--- config.mk ---
export PLATFORM = sky130hd
export DESIGN_NAME = gmii_rx_deframer
export DESIGN_NICKNAME = d
export VERILOG_FILES = /design/src/rtl/gmii_rx_deframer.sv
export SDC_FILE = /design/constraint.sdc
export NUM_CORES = 1
export LEC_CHECK = 0
export ABC_AREA = 1
export CAP_MARGIN = 30
export CORE_MARGIN = 4
export CORE_UTILIZATION = 56
export DETAILED_ROUTE_END_ITERATION = 12
export GPL_ROUTABILITY_DRIVEN = 0
export PLACE_DENSITY = 0.93
export SLEW_MARGIN = 15
export SYNTH_ARGS = -nofsm -noshare
export SYNTH_HDL_FRONTEND = slang
export SYNTH_SLANG_ARGS = --single-unit
export TNS_END_PERCENT = 5
--- constraint.sdc ---
create_clock -name gmii_rx_clk -period 12.95 [get_ports gmii_rx_clk]
set_input_delay 2.59 -clock gmii_rx_clk [delete_from_list [all_inputs] [get_ports gmii_rx_clk]]
set_output_delay 2.59 -clock gmii_rx_clk [all_outputs]
set_load 0.1 [all_outputs]
--- src/rtl/gmii_rx_deframer.sv ---
// gmii_rx_deframer
//
// Receive-side GMII deframer. Strips preamble/SFD and FCS from frames arriving
// on the GMII receive pins and forwards the remaining bytes as a non-stallable
// byte stream. It also reports one status word per frame: length, error flags
// and the PTP time captured at the SFD.
//
// The optional CRC-32 check is enabled by defining GMII_RX_CRC_CHK_EN. Without
// it, no CRC logic is built and sts_err[0] is always 0.
//
// Ports:
//   gmii_rx_clk   PHY receive clock. This is the only clock.
//   gmii_rx_rst   asynchronous active-high reset
//   gmii_rxd      receive data byte
//   gmii_rxdv     receive data valid
//   gmii_rxer     receive error
//   ptp_time      free-running PTP time in the gmii_rx_clk domain
//   m_tdata       frame byte (preamble, SFD and FCS removed)
//   m_tvalid      byte valid; there is no ready, so every beat is taken
//   m_tlast       last data byte of the frame
//   sts_valid     one-cycle status pulse, coincident with m_tlast
//   sts_len       bytes after SFD including FCS, saturating at 16'hFFFF
//   sts_err       {rxer, long, short, crc}
//   sts_ts        ptp_time sampled on the SFD cycle
module gmii_rx_deframer #(
    parameter int unsigned MIN_FRAME = 64,
    parameter int unsigned MAX_FRAME = 1522,
    parameter int unsigned TS_WIDTH  = 64
) (
    input  logic                gmii_rx_clk,
    input  logic                gmii_rx_rst,
    input  logic [7:0]          gmii_rxd,
    input  logic                gmii_rxdv,
    input  logic                gmii_rxer,
    input  logic [TS_WIDTH-1:0] ptp_time,
    output logic [7:0]          m_tdata,
    output logic                m_tvalid,
    output logic                m_tlast,
    output logic                sts_valid,
    output logic [15:0]         sts_len,
    output logic [3:0]          sts_err,
    output logic [TS_WIDTH-1:0] sts_ts
);

    typedef enum logic [1:0] {
        StWaitIdle,
        StIdle,
        StPreamble,
        StData
    } state_e;

    state_e              state_q, state_d;
    // sr_q[4] holds the oldest byte. Four bytes of lag mean the FCS never leaves.
    logic [4:0][7:0]     sr_q, sr_d;
    logic [15:0]         len_q, len_d;
    logic                rxer_q, rxer_d;
    logic [TS_WIDTH-1:0] ts_q, ts_d;

    logic [7:0]          tdata_q, tdata_d;
    logic                tvalid_q, tvalid_d;
    logic                tlast_q, tlast_d;
    logic                sts_valid_q, sts_valid_d;
    logic [15:0]         sts_len_q, sts_len_d;
    logic [3:0]          sts_err_q, sts_err_d;
    logic [TS_WIDTH-1:0] sts_ts_q, sts_ts_d;

    logic                crc_bad;

`ifdef GMII_RX_CRC_CHK_EN
    logic [31:0] crc_q, crc_d;
    logic [31:0] crc_rev;
    logic        crc_init;
    logic        crc_en;

    // Reflected CRC-32, one byte per call
    function automatic logic [31:0] crc32_byte(input logic [31:0] crc, input logic [7:0] d);
        logic [31:0] c;
        c = crc ^ {24'd0, d};
        for (int i = 0; i < 8; i++) begin
            c = c[0] ? ((c >> 1) ^ 32'hEDB88320) : (c >> 1);
        end
        return c;
    endfunction

    assign crc_init = (state_q == StPreamble) && gmii_rxdv && (gmii_rxd == 8'hD5);
    assign crc_en   = (state_q == StData) && gmii_rxdv;

    always_comb begin
        crc_d = crc_q;
        if (crc_init) begin
            crc_d = 32'hFFFFFFFF;
        end else if (crc_en) begin
            crc_d = crc32_byte(crc_q, gmii_rxd);
        end
    end

    // The reflected register is reversed so that the residue can be compared
    // in normal bit order.
    always_comb begin
        crc_rev = '0;
        for (int i = 0; i < 32; i++) begin
            crc_rev[i] = crc_q[31-i];
        end
    end

    assign crc_bad = (crc_rev != 32'hC704DD7B);

    always_ff @(posedge gmii_rx_clk or posedge gmii_rx_rst) begin
        if (gmii_rx_rst) begin
            crc_q <= '0;
        end else begin
            crc_q <= crc_d;
        end
    end
`else
    assign crc_bad = 1'b0;
`endif

    always_comb begin
        state_d     = state_q;
        sr_d        = sr_q;
        len_d       = len_q;
        rxer_d      = rxer_q;
        ts_d        = ts_q;
        tdata_d     = tdata_q;
        tvalid_d    = 1'b0;
        tlast_d     = 1'b0;
        sts_valid_d = 1'b0;
        sts_len_d   = sts_len_q;
        sts_err_d   = sts_err_q;
        sts_ts_d    = sts_ts_q;

        unique case (state_q)
            StWaitIdle: begin
                if (!gmii_rxdv) begin
                    state_d = StIdle;
                end
            end
            StIdle: begin
                if (gmii_rxdv) begin
                    state_d = (gmii_rxd == 8'h55) ? StPreamble : StWaitIdle;
                end
            end
            StPreamble: begin
                if (!gmii_rxdv) begin
                    state_d = StIdle;
                end else if (gmii_rxd == 8'hD5) begin
                    state_d = StData;
                    ts_d    = ptp_time;
                    len_d   = '0;
                    rxer_d  = 1'b0;
                    sr_d    = '0;
                end else if (gmii_rxd != 8'h55) begin
                    state_d = StWaitIdle;
                end
            end
            StData: begin
                if (gmii_rxdv) begin
                    // Byte k leaves when byte k+5 arrives
                    if (len_q >= 16'd5) begin
                        tvalid_d = 1'b1;
                        tdata_d  = sr_q[4];
                    end
                    sr_d   = {sr_q[3:0], gmii_rxd};
                    len_d  = (len_q == 16'hFFFF) ? len_q : len_q + 16'd1;
                    rxer_d = rxer_q | gmii_rxer;
                end else begin
                    // End of frame: the oldest held byte is the last data byte
                    if (len_q >= 16'd5) begin
                        tvalid_d = 1'b1;
                        tlast_d  = 1'b1;
                        tdata_d  = sr_q[4];
                    end
                    sts_valid_d = 1'b1;
                    sts_len_d   = len_q;
                    sts_err_d   = {rxer_q,
                                   ({16'd0, len_q} > MAX_FRAME),
                                   ({16'd0, len_q} < MIN_FRAME),
                                   crc_bad};
                    sts_ts_d    = ts_q;
                    state_d     = StIdle;
                end
            end
            default: state_d = StWaitIdle;
        endcase
    end

    always_ff @(posedge gmii_rx_clk or posedge gmii_rx_rst) begin
        if (gmii_rx_rst) begin
            state_q     <= StWaitIdle;
            sr_q        <= '0;
            len_q       <= '0;
            rxer_q      <= 1'b0;
            ts_q        <= '0;
            tdata_q     <= '0;
            tvalid_q    <= 1'b0;
            tlast_q     <= 1'b0;
            sts_valid_q <= 1'b0;
            sts_len_q   <= '0;
            sts_err_q   <= '0;
            sts_ts_q    <= '0;
        end else begin
            state_q     <= state_d;
            sr_q        <= sr_d;
            len_q       <= len_d;
            rxer_q      <= rxer_d;
            ts_q        <= ts_d;
            tdata_q     <= tdata_d;
            tvalid_q    <= tvalid_d;
            tlast_q     <= tlast_d;
            sts_valid_q <= sts_valid_d;
            sts_len_q   <= sts_len_d;
            sts_err_q   <= sts_err_d;
            sts_ts_q    <= sts_ts_d;
        end
    end

    assign m_tdata   = tdata_q;
    assign m_tvalid  = tvalid_q;
    assign m_tlast   = tlast_q;
    assign sts_valid = sts_valid_q;
    assign sts_len   = sts_len_q;
    assign sts_err   = sts_err_q;
    assign sts_ts    = sts_ts_q;

endmodule

* After elaboration in Yosys (flattened, before gate mapping)
Cells that the tools add are included.
** Storage, ports and cells
- Flip-flop bits (word level) :: 217
- Bits of input ports :: 76
- Output and inout port bits :: 95
- Word-level logic and storage cells :: 71
** Operators by class
- Add/subtract/negate cells :: 1
- $lt $le $gt $ge :: 3
- Eq/ne operators :: 14
- Multiplexer cells :: 26
- Bitwise operators :: 2
- Reduce and logical (&&, ||, !) cells :: 9
** Operators by type and width (number)
- $mux 40 :: 3
- $pmux 40 s2 :: 1
- $mux 16 :: 4
- $pmux 16 s2 :: 1
- $add 16x1->16 const B :: 1
- $eq 16x16->1 const B :: 1
- $ge 16x3->1 const B :: 1
- $gt 16x11->1 const B :: 1
- $lt 16x7->1 const B :: 1
- $mux 2 :: 6
- $ne 2x2->1 const B :: 6
- $mux 1 :: 9
- $eq 8x7->1 const B :: 1
- $eq 8x8->1 const B :: 1
- $ne 8x7->1 const B :: 1
- $pmux 2 s3 :: 1
- $reduce_and 3->1 :: 2
- $reduce_and 5->1 :: 1
- $eq 2x2->1 const B :: 2
- $ne 4x4->1 const B :: 1
- $reduce_and 2->1 :: 2
- $reduce_and 4->1 :: 1
- $eq 2x1->1 const B :: 1
- $logic_not 2->1 :: 1
- 5 further kinds :: 5

* Logic depth before layout (Yosys ltp)
- Depth in word-level cells :: 5
- Mapped depth :: 11
- Mapped depth without buffers :: 10

* Worst setup path before layout
Ideal clock, no wire load.
- Path type :: in2reg
- From :: input gmii_rxd[3]
- To :: register len_q[0]
- Library setup time :: 0.118 ns
- Arrival time :: 3.507 ns
- Data required time :: 12.832 ns
- Path slack :: 9.325 ns
- Cell stages on the path :: 11
- Path buffers :: 1
- Cell sequence :: inv_1 nand2_1 nor2_2 nand2_1 nand2_2 nand2_1 clkinv_2 nand2_4 buf_6 nand2_1 nand2_1
** On the way
- Cells in the longest elaborated chain, start to end :: 3
** RTL lines
- start, declared :: RTL line 32 : input logic [7:0] gmii_rxd,
- $eq 8x8->1 :: RTL line 147 : end else if (gmii_rxd == 8'hD5) begin
- $ne 2x2->1 (no source line)
- $reduce_and 5->1 (no source line)
- end signal, assigned :: RTL line 205 : len_q <= len_d;
- end, declared :: RTL line 55 : logic [15:0] len_q, len_d;
Every way passes these cells.
A chain may end at the register's enable or synchronous reset.

* Worst setup path after layout
- From :: register sts_len_q[2] (netlist: sts_len[2])
- To :: output sts_len[2]
** RTL lines
- start, declared :: RTL line 63 : logic [15:0] sts_len_q, sts_len_d;
- start signal, assigned :: RTL line 212 : sts_len_q <= sts_len_d;
- end, declared :: RTL line 40 : output logic [15:0] sts_len,
No word-level cell between the ends.

==> summary.md <==
| Metric | Value |
|---|---|
| Distinct cell type count of the synthesized netlist | 25 |
| Worst path cell trace | clkdlybuf4s50_1 |
| DRC viols | 0 |
| Buffers plus inverters on the worst setup path | 1 |
| Leakage | roughly 5.9 nW |
| Wire length of the first global-routing pass | 33,440 um |
| HPWL after detailed placement | 13,180 um |
| Hold Crit Depth | 2 |
| Number of antenna repair diodes | 0 |
| Count of TritonRoute iterations in the first routing pass | 5 |
| Count of synthesis-stage warnings from yosys | 0 |
| Number of buffers created by CTS | 22 |
| Sequential area share after synthesis | 61.91% |
| Synthesis-stage register bit count | between 200 and 250 |
| Worst-case vdd ir drop | 0.00008718 V |
| Outcome | complete, no violations |
| Total routing resource utilization after global routing | 22.67% |
| Number of H-tree levels | 1 |
| Non-Filler Cell Area, Final | 11,390 um2 |
| Effective utilization at floorplan | a little under three fifths |
| Worst relative slew slack | 30.44% |
| Area of the placeable core | 15,260 um2 |
| Number of antenna violations at the first check in global routing | 0 |
| Synthesized instance count | 999 |
| Required time reported for the critical path endpoint | 10.36 ns |
| Cell family contributing the most delay on the critical path | buffers and inverters |
| Final setup violation count | 0 |
| Post-Syn Area | roughly 9000 um2 |
| Power density over the cells | ~140 nW/um2 |
| Count of routing violations after the opening detailed-route iteration | 565 |
| Post-cts gate resize count | 0 |
| DIE AREA | 17,730 um2 |
| Hold violation total from the final report | 0 |
| Number of synthesized flops with an enable pin | 0 |
| Maximum clock path buffer count | 3 |
| Post-Place Worst Slack | 7.988 ns |
| Vertical die dimension | approximately 130 um |
| Cell depth of the worst flop-to-flop path | 7 |
| Post-Syn Nets | 1,083 |
| Final core utilization | 74.65% |
| Max-cap violation count | 0 |
| Largest net degree at the start of global routing | roughly 140 |
| Clock tree root buffer cell | sky130_fd_sc_hd__clkbuf_16 |
| Kind of start point of the critical path | register |
| Total wire length after detailed routing | 20,280 um |
| Std-Cell Rows | 45 |
| Largest stage delay on the critical path | about 1.2 ns |
| Sinks on the clock net | 217 |
| Clock Skew | 0.01886 ns |
| Total Neg Setup Slack | 0 ns |
| Unrepaired setup endpoints after global routing | no |
| Crit-path slowest cell | sky130_fd_sc_hd__clkdlybuf4s50_1 |
| Fmax achieved | 215.3 MHz |
| Vias | 7,119 |
| Final clock period utilization by the worst path | 35.87% |
| Proportion of layout cells with a drive suffix above 1 | 4.868% |
| Buffers on Ports | 169 |
| Io pins | between 150 and 200 |
| Detailed-route vias per instance | 5.151 |
| Crit. path cell count | 1 |
| CP Max Fanout | 2 |
| Slew @ Worst Pin | 1.040 ns |
| Mean post-synth cell area | 8.780 um2 |
| Number of buffers inserted by post-CTS setup repair | 0 |
| Post-Place Cell Area | 10,650 um2 |
| Number of filler cells placed in the layout | 1,008 |
| Cts-stage hold buffer count | 0 |
| DR WL/cell | 14.67 um |
| Overall Power | about 1.5 mW |
| Skew-Pair Late Insertion Delay | 0.49 ns |
| Number of global-route vias before repair | between 7k and 8k |
| Reg clk slew, reported paths | 0.07 ns |
| Post-layout minimum cycle time | between 4 and 5 ns |
| Worst Setup Slack, final | 8.305 ns |
| CP endpoint kind | output pin |
| Arr. time, crit path | 2.06 ns |
| Synth Flop Type | sky130_fd_sc_hd__dfrtp_1 |
| CTS tree | built |
| Crit path kind | register to output pin |
| Relative area change from synthesis to final layout | 29.86% |
| Min-Delay Path Class | register to register |
| Synth async-reset ratio | 100.0% |
| Width of the die | 133.2 um |
| Overflow left after global routing | 0 |
| Number of max-slew violations in the final report | 0 |
| Number of nets in the finished design | 1,239 |
| Number of routed nets with antenna violations | 0 |
## through the flow
step	std cells	hold WS, ns
after floorplan	999	0.4422
after global placement	1337	0.4529
after detailed placement	1340	0.4574
after CTS	1380	0.4720
after global routing	1382	0.4896
final	1382	0.4689
## final timing paths
| path | startpoint | end | slack (ns) |
|---|---|---|---|
| max | sts_len[2]$_DFFE_PP0P_ | sts_len[2] | 8.30 |
| max in group asynchronous | gmii_rx_rst | ts_q[52]$_DFFE_PP0P_ | 8.98 |
| min in group asynchronous | gmii_rx_rst | sts_ts[19]$_DFFE_PP0P_ | 2.69 |
| min reg2reg | sts_ts[62]$_DFFE_PP0P_ | sts_ts[62]$_DFFE_PP0P_ | 0.47 |
| min | sts_ts[62]$_DFFE_PP0P_ | sts_ts[62]$_DFFE_PP0P_ | 0.47 |
| max reg2reg | state_q[0]$_DFFE_PP0P_ | sts_len[5]$_DFFE_PP0P_ | 10.48 |
## layer usage
| layer | share of wire [%] | track usage, % |
|---|---|---|
| met5 | 0 | 0 |
| met4 | 3.9 | 8.400 |
| met3 | 6.4 | 4.192 |
| met2 | 50 | 40.18 |
| met1 | 39 | 27.81 |
## layout by cell type (no fill, tap or decap), types with 2 or more instances in the layout
cell                              netlist  final
sky130_fd_sc_hd__nand2_1              487    487
sky130_fd_sc_hd__buf_16                 0      4
sky130_fd_sc_hd__o211ai_1               2      2
sky130_fd_sc_hd__inv_1                 72     71
sky130_fd_sc_hd__clkbuf_1              21      8
sky130_fd_sc_hd__a21oi_1                3      3
sky130_fd_sc_hd__clkbuf_8               0      2
sky130_fd_sc_hd__clkinv_2               1      4
sky130_fd_sc_hd__clkdlybuf4s50_1        0    169
sky130_fd_sc_hd__nor2_4                 1      3
sky130_fd_sc_hd__nand4_1                8      8
sky130_fd_sc_hd__xor2_1                 8      8
sky130_fd_sc_hd__o22ai_1               36     36
sky130_fd_sc_hd__nor2_2                 5      4
sky130_fd_sc_hd__ha_1                   8      8
sky130_fd_sc_hd__clkinvlp_4             0      3
sky130_fd_sc_hd__dfrtp_1              217    217
sky130_fd_sc_hd__clkbuf_16              0     23
sky130_fd_sc_hd__o21ai_0               37     37
sky130_fd_sc_hd__buf_4                  3      5
sky130_fd_sc_hd__inv_2                  2      2
sky130_fd_sc_hd__nand3_2                2      2
sky130_fd_sc_hd__nor2_1                28     27
sky130_fd_sc_hd__nand3_1               32     32
## power breakdown
part / internal [mW] / switching, mW / leakage (nW) / total, mW
Clock: 0.359 / 0.249 / 0.334 / 0.608
Sequential: 0.721 / 0.0167 / 2.84 / 0.738
Combinational: 0.0705 / 0.133 / 2.68 / 0.203
## Yosys cell counts (2+ instances only)
cell type	n	area [um2]
sky130_fd_sc_hd__nand2_1	487	1828
sky130_fd_sc_hd__o22ai_1	36	225.2
sky130_fd_sc_hd__inv_1	72	270.3
sky130_fd_sc_hd__nand3_1	32	160.2
sky130_fd_sc_hd__a21oi_1	3	15.01
sky130_fd_sc_hd__nand4_1	8	50.05
sky130_fd_sc_hd__nor2_2	5	31.28
sky130_fd_sc_hd__clkbuf_1	21	78.83
sky130_fd_sc_hd__inv_2	2	7.510
sky130_fd_sc_hd__dfrtp_1	217	5430
sky130_fd_sc_hd__o211ai_1	2	15.01
sky130_fd_sc_hd__xor2_1	8	70.07
sky130_fd_sc_hd__buf_2	20	100.1
sky130_fd_sc_hd__ha_1	8	100.1
sky130_fd_sc_hd__o21ai_0	37	185.2
sky130_fd_sc_hd__buf_4	3	22.52
sky130_fd_sc_hd__nor2_1	28	105.1
sky130_fd_sc_hd__nand3_2	2	20.02
sky130_fd_sc_hd__buf_1	2	7.510
## sequential cells by signal, indices dropped and copies added, names as in the netlist
name,cells
m_tvalid,1
rxer_q,1
sr_q,40
sts_err,3
len_q,16
m_tlast,1
sts_len,16
sts_valid,1
state_q,2
ts_q,64
sts_ts,64
m_tdata,8
## cells by family (layout without fill, tap and decap cells)
| family | count (synthesis) | after routing | synth area share (%) |
|---|---|---|---|
| buffers and inverters | 122 | 294 | 5.735 |
| other | 1 | 1 | 0.04275 |
| adders and majority gates | 8 | 8 | 1.141 |
| xor gates and xnor gates | 8 | 8 | 0.7989 |
| and+or+nand+nor | 565 | 565 | 25.35 |
| DFF | 217 | 217 | 61.91 |
| AOI/OAI and AO/OA | 78 | 78 | 5.021 |
## final cells by class
type | instances | area, um2 | share of cell area (%)
timing repair buffer | 179 | 1854 | 16.28
tap | 211 | 264.0 | 2.318
multi-input combinational | 660 | 2850 | 25.02
inverter | 75 | 290.3 | 2.549
clock buffer | 33 | 633.1 | 5.559
clock inverter | 7 | 67.56 | 0.5932
sequential | 217 | 5430 | 47.68
(Power assumes the default switching activity.)
